### src/rtl/dotn_seq.sv
// Sequential signed fixed-point N-element dot product on one shift-add multiplier.
// Optional DOTN_SATURATE_EN: wide accumulator with a final clamp instead of wrap-around.
module dotn_seq #(
    parameter int WIDTH = 16,
    parameter int FRAC  = 8,
    parameter int N     = 4,
    parameter int LGN   = 2
) (
    input  logic                 clk,
    input  logic                 reset,
    input  logic                 start,
    input  logic                 acc_en,
    input  logic [N*WIDTH-1:0]   v1,
    input  logic [N*WIDTH-1:0]   v2,
    output logic                 busy,
    output logic                 done,
    output logic [WIDTH-1:0]     result
);

    localparam int PW = 2 * WIDTH;
    localparam int CW = $clog2(WIDTH);
`ifdef DOTN_SATURATE_EN
    localparam int AW = WIDTH + LGN + 1;
`else
    localparam int AW = WIDTH;
`endif

    typedef enum logic [1:0] {
        IDLE,
        MUL,
        ACC
    } state_t;

    state_t state, state_nx;

    logic [N*WIDTH-1:0] v1_q, v2_q;
    logic [AW-1:0]      acc_q;
    logic [LGN-1:0]     k_q;
    logic [LGN-1:0]     k_nx;
    logic [CW-1:0]      cnt_q;
    logic [PW-1:0]      mcand_q;
    logic [WIDTH-1:0]   mplier_q;
    logic [PW-1:0]      prod_q;
    logic [WIDTH-1:0]   result_q;
    logic               done_q;

    logic               last_bit;
    logic               last_elem;
    logic [PW-1:0]      pp;
    logic [PW-1:0]      prod_nx;
    logic [WIDTH-1:0]   psl;
    logic [AW-1:0]      psl_ext;
    logic [AW-1:0]      acc_sum;
    logic [WIDTH-1:0]   final_val;
    logic [WIDTH-1:0]   nx1, nx2;
    logic               unused_bits;

    assign busy   = (state != IDLE);
    assign done   = done_q;
    assign result = result_q;

    always_ff @(posedge clk or posedge reset) begin
        if (reset) state <= IDLE;
        else       state <= state_nx;
    end

    always_comb begin
        state_nx = state;
        unique case (state)
            IDLE:    if (start) state_nx = MUL;
            MUL:     if (last_bit) state_nx = ACC;
            ACC:     state_nx = last_elem ? IDLE : MUL;
            default: state_nx = IDLE;
        endcase
    end

    // The multiplier MSB carries negative weight in two's complement.
    always_comb begin
        last_bit  = (cnt_q == CW'(WIDTH - 1));
        last_elem = (k_q == LGN'(N - 1));
        k_nx      = k_q + 1'b1;
        pp        = mplier_q[0] ? mcand_q : '0;
        prod_nx   = last_bit ? (prod_q - pp) : (prod_q + pp);
        psl       = prod_q[FRAC+WIDTH-1:FRAC];
        psl_ext   = AW'($signed(psl));
        acc_sum   = acc_q + psl_ext;
        nx1       = v1_q[k_nx*WIDTH +: WIDTH];
        nx2       = v2_q[k_nx*WIDTH +: WIDTH];
`ifdef DOTN_SATURATE_EN
        if ((&acc_sum[AW-1:WIDTH-1]) || ~(|acc_sum[AW-1:WIDTH-1]))
            final_val = acc_sum[WIDTH-1:0];
        else
            final_val = {acc_sum[AW-1], {(WIDTH-1){~acc_sum[AW-1]}}};
`else
        final_val = acc_sum;
`endif
    end

    assign unused_bits = ^{prod_q[FRAC-1:0], prod_q[PW-1:FRAC+WIDTH]};

    always_ff @(posedge clk or posedge reset) begin
        if (reset) begin
            v1_q     <= '0;
            v2_q     <= '0;
            acc_q    <= '0;
            k_q      <= '0;
            cnt_q    <= '0;
            mcand_q  <= '0;
            mplier_q <= '0;
            prod_q   <= '0;
            result_q <= '0;
            done_q   <= 1'b0;
        end else begin
            done_q <= 1'b0;
            unique case (state)
                IDLE: begin
                    if (start) begin
                        v1_q     <= v1;
                        v2_q     <= v2;
                        acc_q    <= acc_en ? AW'($signed(result_q)) : '0;
                        k_q      <= '0;
                        cnt_q    <= '0;
                        mcand_q  <= PW'($signed(v1[WIDTH-1:0]));
                        mplier_q <= v2[WIDTH-1:0];
                        prod_q   <= '0;
                    end
                end
                MUL: begin
                    prod_q   <= prod_nx;
                    mcand_q  <= mcand_q << 1;
                    mplier_q <= mplier_q >> 1;
                    cnt_q    <= cnt_q + 1'b1;
                end
                ACC: begin
                    acc_q <= acc_sum;
                    if (last_elem) begin
                        result_q <= final_val;
                        done_q   <= 1'b1;
                    end else begin
                        k_q      <= k_nx;
                        cnt_q    <= '0;
                        prod_q   <= '0;
                        mcand_q  <= PW'($signed(nx1));
                        mplier_q <= nx2;
                    end
                end
                default: ;
            endcase
        end
    end

endmodule

### config.mk
export PLATFORM = sky130hd
export DESIGN_NAME = dotn_seq
export DESIGN_NICKNAME = d
export VERILOG_FILES = /design/src/rtl/dotn_seq.sv
export SDC_FILE = /design/constraint.sdc
export NUM_CORES = 1
export LEC_CHECK = 0
export CAP_MARGIN = 20
export CORE_UTILIZATION = 47
export CTS_BUF_LIST = sky130_fd_sc_hd__clkbuf_4
export DETAILED_ROUTE_END_ITERATION = 10
export GPL_ROUTABILITY_DRIVEN = 0
export PLACE_DENSITY = 0.8
export SETUP_SLACK_MARGIN = 0.3
export SLEW_MARGIN = 20
export SYNTH_ARGS = -nofsm -noshare
export SYNTH_HDL_FRONTEND = slang
export SYNTH_SLANG_ARGS = --single-unit
### constraint.sdc
create_clock -name clk -period 15.1 [get_ports clk]
set_clock_uncertainty 0.05 [all_clocks]
set_input_delay 4.53 -clock clk [delete_from_list [all_inputs] [get_ports clk]]
set_output_delay 4.53 -clock clk [all_outputs]
set_load 0.01 [all_outputs]
# ---- Word level (Yosys, flattened, before mapping)
# Index checks and enable logic that the tools add are counted.
dict set report word_totals {
  ff_bits 249
  input_bits 132
  wordCells 61
}
dict set report classes {
  addsub 5
  eq_ne 7
  n_shift 2
  muxes 26
  n_reduce_logical 10
}
# cell count
set op_table {}
lappend op_table {{$mux 32} 6}
lappend op_table {{$pmux 32 s3} 2}
lappend op_table {{$shiftx 64x7->16} 2}
lappend op_table {{$mux 16} 4}
lappend op_table {{$pmux 16 s3} 1}
lappend op_table {{$add 32x32->32} 1}
lappend op_table {{$pmux 16 s2} 1}
lappend op_table {{$sub 32x32->32} 1}
lappend op_table {{$add 16x16->16} 1}
lappend op_table {{$pmux 4 s3} 1}
lappend op_table {{$mux 2} 4}
lappend op_table {{$mux 4} 2}
lappend op_table {{$reduce_and 2->1} 4}
lappend op_table {{$ne 2x2->1 const B} 3}
lappend op_table {{$pmux 2 s3} 1}
lappend op_table {{$reduce_and 3->1} 2}
lappend op_table {{$add 4x1->4 const B} 1}
lappend op_table {{$eq 2x2->1 const B} 2}
lappend op_table {{$eq 4x4->1 const B} 1}
lappend op_table {{$pmux 2 s2} 1}
lappend op_table {{$reduce_bool 2->1} 2}
lappend op_table {{$mux 1} 3}
lappend op_table {{$reduce_bool 3->1} 1}
lappend op_table {{$add 2x1->2 const B} 1}
lappend op_table {{other kinds (2)} 2}

# ---- Longest topological paths before layout
# Gate-level depths: netlist of the first run.
dict set report logic_depth {
  ltp_word 4
  mapped_depth 18
  ltp_nobuf 16
}

# ---- Worst setup path before layout of the first run
# OpenSTA, ideal clock, no wires.
dict set report synth_path {
  path_type {in2reg}
  from {input start}
  to {register prod_q[2]}
  t_arrival_ps 5805
  t_required_ps 14940
  setup_slack_ps 9134
  path_stages 7
  n_path_buf 3
  cell_sequence {nor2_1 -> or3_1 -> clkbuf_1 -> clkbuf_1 -> buf_1 -> nand2_1 -> o41ai_1}
}
dict set report synth_between {
  elab_chain_len 2
}
# item line_no
set synth_lines {}
lappend synth_lines {{from (decl)} 11} ;# input logic start,
lappend synth_lines {{$ne 2x2->1 (no line)} n/a}
lappend synth_lines {{$reduce_and 3->1 (no line)} n/a}
lappend synth_lines {{to (signal assigned)} 129} ;# prod_q <= prod_nx;
lappend synth_lines {{to (decl)} 43} ;# logic [PW-1:0] prod_q;
# No other way between the ends.
# A chain may end at the register's enable or synchronous reset.

# ---- Final worst setup path of the first run
dict set report layout_path {
  from {register state[0]}
  to {output busy}
}
dict set report layout_between {
  elab_chain_len 1
}
# item line_no
set layout_lines {}
lappend layout_lines {{from (decl)} 34} ;# state_t state, state_nx;
lappend layout_lines {{from (signal assigned)} 64} ;# else state <= state_nx;
lappend layout_lines {{$reduce_bool 2->1} 58} ;# assign busy = (state != IDLE);
lappend layout_lines {{to (decl)} 15} ;# output logic busy,
# No other way between the ends.

==> qor.yml, run 1 <==
status: "finished, final reports clean"
wire_per_inst_um: 16.19
cp.arrival_ns: 2.03
synth_edf_count: 0
synth_seq_area_share_pct: 47.07
die_area_sq_um: 27010
drt_iter0_drc: 617
yosys-top-cells-count: "dfrtp_1 (233), nand2_1 (171), mux2_2 (136)"
worstSkewPairLatency_ns: 0.71
required_ns: 10.52
grt_max_degree: 103
p_leak_nw: 6.217
post-route-period-util_pct: 43.77
synth_area_per_cell_sq_um: 10.77
reg2regPathDepth: 15
io_buffer_count: 149
drc: 0
final-max-slew-violation-count: 0
route.vias.total: 9210
worstHoldPathType: "flip-flop to flip-flop"
crit_path_max_fanout: 4
postCtsHoldBufs: 0
reg2reg_from: "mcand_q[2]"
yosysTopAreaCell: "dfrtp_1"
gr-total-overflow: 0
grt_setup_unrepaired: "false"
rows: 59
final_layout_size_suffix_gt1_share_pct: 20.88
numCtsBuffers: 59
cts_setup_buffers: 0
layout_setup_ws_ns: 8.491
nets: 1482
min_period_ns: 6.609
die_y_um: 164.4
cts_tree: "built"
synth_flop_cell: "dfrtp_1"
pin_count: 150
postSynthCellCount: 1150
utilization_pct: 57.19
path_class: "flip-flop to output port"
cts_buffer_depth: 3
gr-usage-all-layers_pct: 21.25
cts_root_buf: "clkbuf_4"
peakVddDrop_mv: 0.08026
setup_viol: 0
netlist.area_leader.share_pct: 47.07
cts.sinks: 233
start_util_pct: 47.67
routed_wl_um: 27080
core_sq_um: 25980
via_per_inst: 5.508
htreeDepth: 2
synth_cell_types: 56
hpwl_um: 18720
synth_async_sr_flop_share_pct: 100.0
slew_headroom_pct: 30.17
grt_pass1_wl_um: 46020
yosysMostFrequentCell: "dfrtp_1"
r2r_end: "prod_q[21]"
crit_path_end_kind: "output port"
r2r_slack_ns: 10.89
syn_nets: 1329
power.density_nw_per_um2: 185.3
startpoint_type: "flip-flop"
maxCapViolCount: 0
ys_top_cells_by_area: "dfrtp_1 (47%), mux2_2 (12%), mux4_2 (5.8%)"
fill_cells: 2166
die_w_um: 164.4
first_global_vias: 9448
antenna_found_initial: 1
drtAntennaViolNets: 0
fmax_mhz: 151.3
endpoint: "busy"
fin_hold_ws_ns: 0.4338
post-place-ws_ns: 7.706
clk_pin_slew_ns: 0.06
areaGrowthSynthToFinish_pct: 19.97
ys_warn_count: 0
synth-seq-cells: 233
tightest_slew_ns: 1.047
drtPass1Iterations: 7
setup_tns_ns: 0
hold_viol: 0
cts_repair_resize_count: 0
crit_path_start: "state[0]"
synth.cell_area_sq_um: 12390
[worst max-delay path, cell delays in order (launching register included)]
cell             delay (ns)
dfrtp_1                0.37
inv_1                  0.09
ha_2                   0.21
inv_1                  0.10
clkdlybuf4s50_1        0.58
[kinds of logic (layout without fill, tap and decap cells)]
logic type	Yosys count	after routing	synth area share (%)
and+or+nand+nor	283	283	9.726
AOI/OAI and AO/OA	279	279	13.80
DFF	233	233	47.07
muxes	169	169	18.27
buffers and inverters	89	275	2.737
xor gates and xnor gates	50	50	3.535
adders and majority gates	47	47	4.868
other	0	1	0
[layer usage]
| layer | track usage (%) | share of wire, % | vias up |
|---|---|---|---|
| met5 | 0 | 0 | - |
| met4 | 6.355 | 1.7 | 0 |
| met3 | 5.303 | 6.8 | 41 |
| met2 | 34.14 | 47 | 261 |
| met1 | 28.36 | 45 | 4441 |
| li1 | - | - | 4467 |
[metrics by stage]
stage	power (mW)	std cells	area, sq um
finish	2.754	1672	14860
global route	2.971	1672	14860
CTS	2.767	1671	14850
detailed placement	2.226	1577	14130
global placement	2.163	1577	14130
floorplan	1.949	1150	12390
[state kept, by name (all words and copies together) (netlist names)]
| signal | cells |
|---|---|
| v1_q | 64 |
| result | 16 |
| prod_q | 24 |
| mplier_q | 16 |
| done | 1 |
| state | 2 |
| cnt_q | 4 |
| acc_q | 16 |
| mcand_q | 24 |
| v2_q | 64 |
| k_q | 2 |
[layout by cell type (no fill, tap or decap), drive strengths merged, types with 3 or more instances in the layout]
master and n:
a211oi 3, a21o 9, a21oi 46, a22o 4, a22oi 42, a31oi 6, and2 4, buf 8
clkbuf 79, clkdlybuf4s50 149, clkinv 10, dfrtp 233, ha 45, inv 26, mux2 137, mux4 32
nand2 171, nand2b 7, nand3 14, nor2 47, nor2b 10, nor3 13, nor4 3, o211ai 4
o21a 9, o21ai 127, o21bai 4, o31ai 12, or3 6, xnor2 31, xor2 19
[cell type report]
class / count / area, sq um / area share, %
Inverter: 24 / 97.59 / 0.6567
Antenna cell: 1 / 2.502 / 0.01684
Timing Repair Buffer: 157 / 1551 / 10.44
Multi-Input combinational cell: 828 / 6243 / 42.01
Clock inverter: 15 / 122.6 / 0.8251
Clock buffer: 79 / 593.1 / 3.991
Sequential cell: 233 / 5832 / 39.24
Tap cell: 335 / 419.2 / 2.820
[how the worst min path moves through the flow]
stage,startpoint,endpoint,slack (ns),cells after the start
6_report,prod_q[0],prod_q[0],0.43,2
5_1_grt,mplier_q[9],mplier_q[9],0.46,2
4_1_cts,prod_q[0],prod_q[0],0.44,2
3_5_place_dp,prod_q[0],prod_q[0],0.42,2
3_3_place_gp,prod_q[0],prod_q[0],0.41,2
2_1_floorplan,v1_q[15],v1_q[15],0.40,2
[power breakdown]
part,internal (mW),switching [mW],total (mW),leakage [nW]
registers,0.871,0.169,1.04,2.86
clock network,0.275,0.255,0.531,0.417
logic,0.583,0.600,1.18,2.94
total,1.73,1.02,2.75,6.22
Note: power is estimated with default switching activity, not from simulation.
==> run 2: changes to the inputs <==
- clock period: 15.1 -> 6.5 ns (I/O delays scaled with it)
==> qor.yml, run 2 (synthesis results as in run 1) <==
worst-path-buf-inv: 0  # was 3
p_sw_mw: 2.369  # was 1.025 mW
pin_count: 150  # unchanged
drtAntennaViolNets: 0  # unchanged
rows: 59  # unchanged
cts.sinks: 233  # unchanged
switching_share_pct: 37.70  # was 37.22%
utilization_pct: 56.97  # was 57.19%
postCtsHoldBufs: 0  # unchanged
die_w_um: 164.4  # unchanged
htreeDepth: 2  # unchanged
numCtsBuffers: 57  # was 59
die_y_um: 164.4  # unchanged
tightest_slew_ns: 1.070  # was 1.047 ns
gr-total-overflow: 0  # unchanged
cts_root_buf: "clkbuf_4"  # unchanged
grt_pass1_wl_um: 46580  # was 46020 um
final-max-slew-violation-count: 0  # unchanged
grt_max_degree: 172  # was 103
cts_buffer_depth: 3  # unchanged
r2r_end: "prod_q[21]"  # unchanged
fin_hold_ws_ns: 0.4353  # was 0.4338 ns
setup_tns_ns: 0  # unchanged
routed_wl_um: 27400  # was 27080 um
instances_no_fill: 1672  # unchanged
crit_path_end_kind: "flip-flop"  # was output port
power.density_nw_per_um2: 424.6  # was 185.3 nW/um^2
layout.cells.most_common_list: "dfrtp_1 (232), nand2_1 (170), clkdlybuf4s50_1 (149), mux2_2 (136), o21ai_0 (125)"  # unchanged
fmax_mhz: 237.2
r2r_slack_ns: 2.28  # was 10.89 ns
worstSkewPairLatency_ns: 0.68  # was 0.71 ns
crit_path_max_fanout: 6  # was 4
clk_pin_slew_ns: 0.06  # about the same
largestRegisters: "v1_q x64, v2_q x64"  # unchanged
route.vias.total: 9324  # was 9210
cts_tree: "built"  # unchanged
start_util_pct: 47.67  # unchanged
gr-usage-all-layers_pct: 21.50  # was 21.25%
setup_viol: 0  # unchanged
final_layout_size_suffix_gt1_share_pct: 20.81  # was 20.88%
p_leak_nw: 6.190  # was 6.217 nW
p_int_mw: 3.916  # was 1.729 mW
reg2reg_from: "mcand_q[2]"  # unchanged
hold_viol: 0  # unchanged
nets: 1482  # unchanged
slew_headroom_pct: 28.65  # was 30.17%
first_global_vias: 9497  # was 9448
io_buffer_count: 149  # unchanged
worstPathCellList: "nor3_1 -> nand4_1 -> nor3_1 -> nor2_1 -> xor2_1 -> nand2_1 -> ha_1 -> nand3_1 -> a2111oi_2 -> o311ai_1 -> a31oi_1 -> nor2_1 -> o31ai_2 -> xnor2_1 -> o21ai_1"  # was inv_1 -> ha_2 -> inv_1 -> clkdlybuf4s50_1
min_period_ns: 4.216
worstHoldPathType: "flip-flop to flip-flop"  # unchanged
cp_num_cells: 15  # was 4
layout_commonest_cell: "dfrtp_1"  # unchanged
place_inst: 1579  # was 1577
status: "finished, final reports clean"  # unchanged
p_total_mw: 6.285  # was 2.754 mW
cts_setup_buffers: 0  # unchanged
post-route-period-util_pct: 64.85
peakVddDrop_mv: 0.2076  # was 0.08026 mV
crit_path_start: "mcand_q[2]"  # was state[0]
wire_per_inst_um: 16.39  # was 16.19 um
clkPwrFrac_pct: 17.8  # was 19.3%
startpoint_type: "flip-flop"  # unchanged
core_sq_um: 25980  # unchanged
die_area_sq_um: 27010  # unchanged
drc: 0  # unchanged
comb_power_share_pct: 43.8  # was 43.0%
endpoint: "prod_q[21]"  # was busy
drt_iter0_drc: 705  # was 617
hpwl_um: 18750  # was 18720 um
areaGrowthSynthToFinish_pct: 19.49  # was 19.97%
path_class: "flip-flop to flip-flop"  # was flip-flop to output port
crit_family: "simple AND/OR/NAND/NOR gates"  # was buffers and inverters
cp.arrival_ns: 4.70  # was 2.03 ns
maxCapViolCount: 0  # unchanged
cts_repair_resize_count: 0  # unchanged
reg2regPathDepth: 15  # unchanged
pwr-share-seq_pct: 38.4  # was 37.8%
drtPass1Iterations: 6  # was 7
hold_start: "mplier_q[3]"  # was prod_q[0]
grt_setup_unrepaired: "false"  # unchanged
via_per_inst: 5.577  # was 5.508
crit_slowest_cell: "a2111oi_2"  # was clkdlybuf4s50_1
required_ns: 6.98  # was 10.52 ns
slowest_delay_ns: 0.52  # was 0.58 ns
antenna_found_initial: 1  # unchanged
run 2: cell types whose count changed in the layout (fill, tap and decap cells not counted):
cell,change
clkbuf_4,-4
clkinv_2,+3
bufinv_16,-2
buf_12,+1
buf_4,+1
clkinv_1,+1
clkinvlp_4,+1
inv_2,+1
inv_6,-1
inv_8,-1
nor3_2,+1
nor3_4,-1
run 2: how the worst min path moves through the flow:
| stage | endpoint | cells after the start |
|---|---|---|
| CTS | mplier_q[6] | 2 |
| global route | mplier_q[6] | 2 |
| floorplan | v1_q[15] | 2 |
| detailed placement | mplier_q[6] | 2 |
| finish | mplier_q[3] | 2 |
| global placement | prod_q[0] | 2 |
run 2: metal layers:
layer	vias up	track usage (%)	share of wire, %
met5	-	0	0
met4	0	6.313	1.6
met3	44	5.202	6.3
met2	278	34.16	47
met1	4541	29.17	45
li1	4461	-	-
run 2: cell type report:
class / count / area, sq um
clock buffer: 75 / 563.0
multi-input combinational: 828 / 6237
sequential: 233 / 5832
antenna: 1 / 2.502
clock inverter: 17 / 76.32
tap: 335 / 419.2
timing repair buffer: 159 / 1579
fill: 2192 / 11180
inverter: 24 / 93.84
run 2: worst min-delay path, stage by stage (launching register included):
cell and delay [ns]:
dfrtp_1 0.34, nand2_1 0.05, o21ai_0 0.06
run 2: power groups by stage:
| stage | clock network [mW] | logic (mW) | registers [mW] |
|---|---|---|---|
| 6_report | 1.12 | 2.75 | 2.41 |
| 2_1_floorplan | 0 | 2.24 | 2.29 |
| 3_5_place_dp | 0 | 2.74 | 2.43 |
| 3_3_place_gp | 0 | 2.63 | 2.39 |
| 5_1_grt | 1.23 | 3.10 | 2.49 |
| 4_1_cts | 1.15 | 2.76 | 2.41 |
run 2: metrics by stage:
stage,setup slack (ns),cell area [sq um]
after global placement,2.041,14160
after global routing,1.930,14800
final,2.284,14800
after floorplan,1.450,12390
after CTS,2.366,14800
after detailed placement,1.972,14160
==> run 3: changes to the inputs <==
- PLACE_DENSITY: 0.8 -> 0.83
- clock period: 6.5 -> 3.75 ns (I/O delays scaled with it)
==> qor.yml, run 3 (synthesis results as in run 1) <==
postCtsHoldBufs: 0  # unchanged
crit_path_end_kind: "flip-flop"  # unchanged
instances_no_fill: 1730  # was 1672
cts.sinks: 233  # unchanged
gr-total-overflow: 0  # unchanged
pin_count: 150  # unchanged
final_layout_size_suffix_gt1_share_pct: 26.40  # was 20.81%
routed_wl_um: 29180  # was 27400 um
fmax_mhz: 286.0  # was 237.2 MHz
grt_pass1_wl_um: 47420  # was 46580 um
htreeDepth: 2  # unchanged
route.vias.total: 9637  # was 9324
first_global_vias: 9901  # was 9497
nets: 1531  # was 1482
cts_tree: "built"  # unchanged
maxCapViolCount: 0  # unchanged
drc: 0  # unchanged
post-route-period-util_pct: 93.23  # was 64.85%
peakVddDrop_mv: 0.4138  # was 0.2076 mV
gr-usage-all-layers_pct: 21.94  # was 21.50%
largestRegisters: "v1_q x64, v2_q x64"  # unchanged
areaGrowthSynthToFinish_pct: 25.50  # was 19.49%
cp.arrival_ns: 3.98  # was 4.70 ns
slew_headroom_pct: 50.64  # was 28.65%
place_inst: 1606  # was 1579
via_per_inst: 5.571  # was 5.577
tightest_slew_ns: 0.7404  # was 1.070 ns
wire_per_inst_um: 16.87  # was 16.39 um
grt_max_degree: 132  # was 172
hold_viol: 0  # unchanged
drtPass1Iterations: 5  # was 6
power.density_nw_per_um2: 769.0  # was 424.6 nW/um^2
layout_setup_ws_ns: 0.2538  # was 2.284 ns
die_area_sq_um: 27010  # unchanged
post-place-ws_ns: 0.05830  # was 1.972 ns
setup_tns_ns: 0  # unchanged
layout.cells.most_common_list: "dfrtp_1 (227), nand2_1 (170), clkdlybuf4s50_1 (149), mux2_2 (136), o21ai_0 (116)"  # was dfrtp_1 (232), nand2_1 (170), clkdlybuf4s50_1 (149), mux2_2 (136), o21ai_0 (125)
fin_hold_ws_ns: 0.4348  # was 0.4353 ns
io_buffer_count: 149  # unchanged
p_leak_nw: 6.512  # was 6.190 nW
min_period_ns: 3.496  # was 4.216 ns
worstSkewPairLatency_ns: 0.70  # was 0.68 ns
status: "finished, final reports clean"  # unchanged
die_y_um: 164.4  # unchanged
cts_root_buf: "clkbuf_4"  # unchanged
grt_setup_unrepaired: "true"  # was false
required_ns: 4.24  # was 6.98 ns
rows: 59  # unchanged
layout_commonest_cell: "dfrtp_1"  # unchanged
start_util_pct: 47.67  # unchanged
drt_iter0_drc: 646  # was 705
setup_viol: 0  # unchanged
worstHoldPathType: "flip-flop to flip-flop"  # unchanged
antenna_found_initial: 2  # was 1
final-max-slew-violation-count: 0  # unchanged
startpoint_type: "flip-flop"  # unchanged
cts_buffer_depth: 3  # unchanged
die_w_um: 164.4  # unchanged
core_sq_um: 25980  # unchanged
numCtsBuffers: 61  # was 57
clk_pin_slew_ns: 0.06  # about the same
crit_path_max_fanout: 4  # was 6
path_class: "flip-flop to flip-flop"  # unchanged
hpwl_um: 20070  # was 18750 um
drtAntennaViolNets: 0  # unchanged
## run 3: where the power goes
group / internal (mW) / total (mW) / leakage [nW] / switching, mW
registers: 3.51 / 4.21 / 2.86 / 0.702
logic: 2.75 / 5.57 / 3.20 / 2.82
clock network: 1.13 / 2.17 / 0.454 / 1.04
## run 3: worst paths after layout
check	cells past startpoint	end	slack, ns	start
setup / recovery	16	prod_q[21]	0.25	mcand_q[3]
hold / removal	2	mplier_q[10]	0.43	mplier_q[10]
setup reg to reg	16	prod_q[21]	0.25	mcand_q[3]
hold reg to reg	2	mplier_q[10]	0.43	mplier_q[10]
max in group asynchronous	4	v1_q[25]	2.04	reset
min in group asynchronous	2	mplier_q[4]	0.78	reset
## run 3: final cells by class
type | count | area [sq um]
timing repair buffer | 204 | 1954
antenna | 1 | 2.502
multi-input combinational | 828 | 6479
clock inverter | 18 | 107.6
clock buffer | 87 | 653.1
inverter | 24 | 93.84
fill | 2060 | 10440
tap | 335 | 419.2
sequential | 233 | 5838
## run 3: critical path: stages, from the launching register on
cell and delay (ns):
dfrtp_2 0.44, nor3_4 0.23, nand4_1 0.22, nor3_2 0.25
nor2_1 0.08, xor2_1 0.16, nand2_1 0.12, ha_4 0.30
nand3_4 0.09, a2111oi_4 0.39, o311ai_2 0.16, a31oi_1 0.18
buf_4 0.18, nor2_4 0.04, o31ai_4 0.24, xnor2_1 0.15
o21ai_1 0.08
## run 3: metal layers
metal	wire (um)	global-route usage, %
met3	1798	4.848
met2	14050	36.31
met1	12820	28.46
met5	0	0
met4	507	7.365
## run 3: through the flow
stage,cell area (sq um),util [%],total power [mW]
finish,15550,59.83,11.96
global route,15550,59.83,12.81
CTS,15260,58.73,11.47
detailed placement,14410,55.44,9.097
global placement,14410,55.44,8.825
floorplan,12410,-,7.867
## run 3: what timing repair did
item,CTS,global route
gates resized for setup,14,39
setup endpoints to repair,9,11
pin swaps,5,24
endpoints found under the hold margin,0,0
setup buffers,5,13
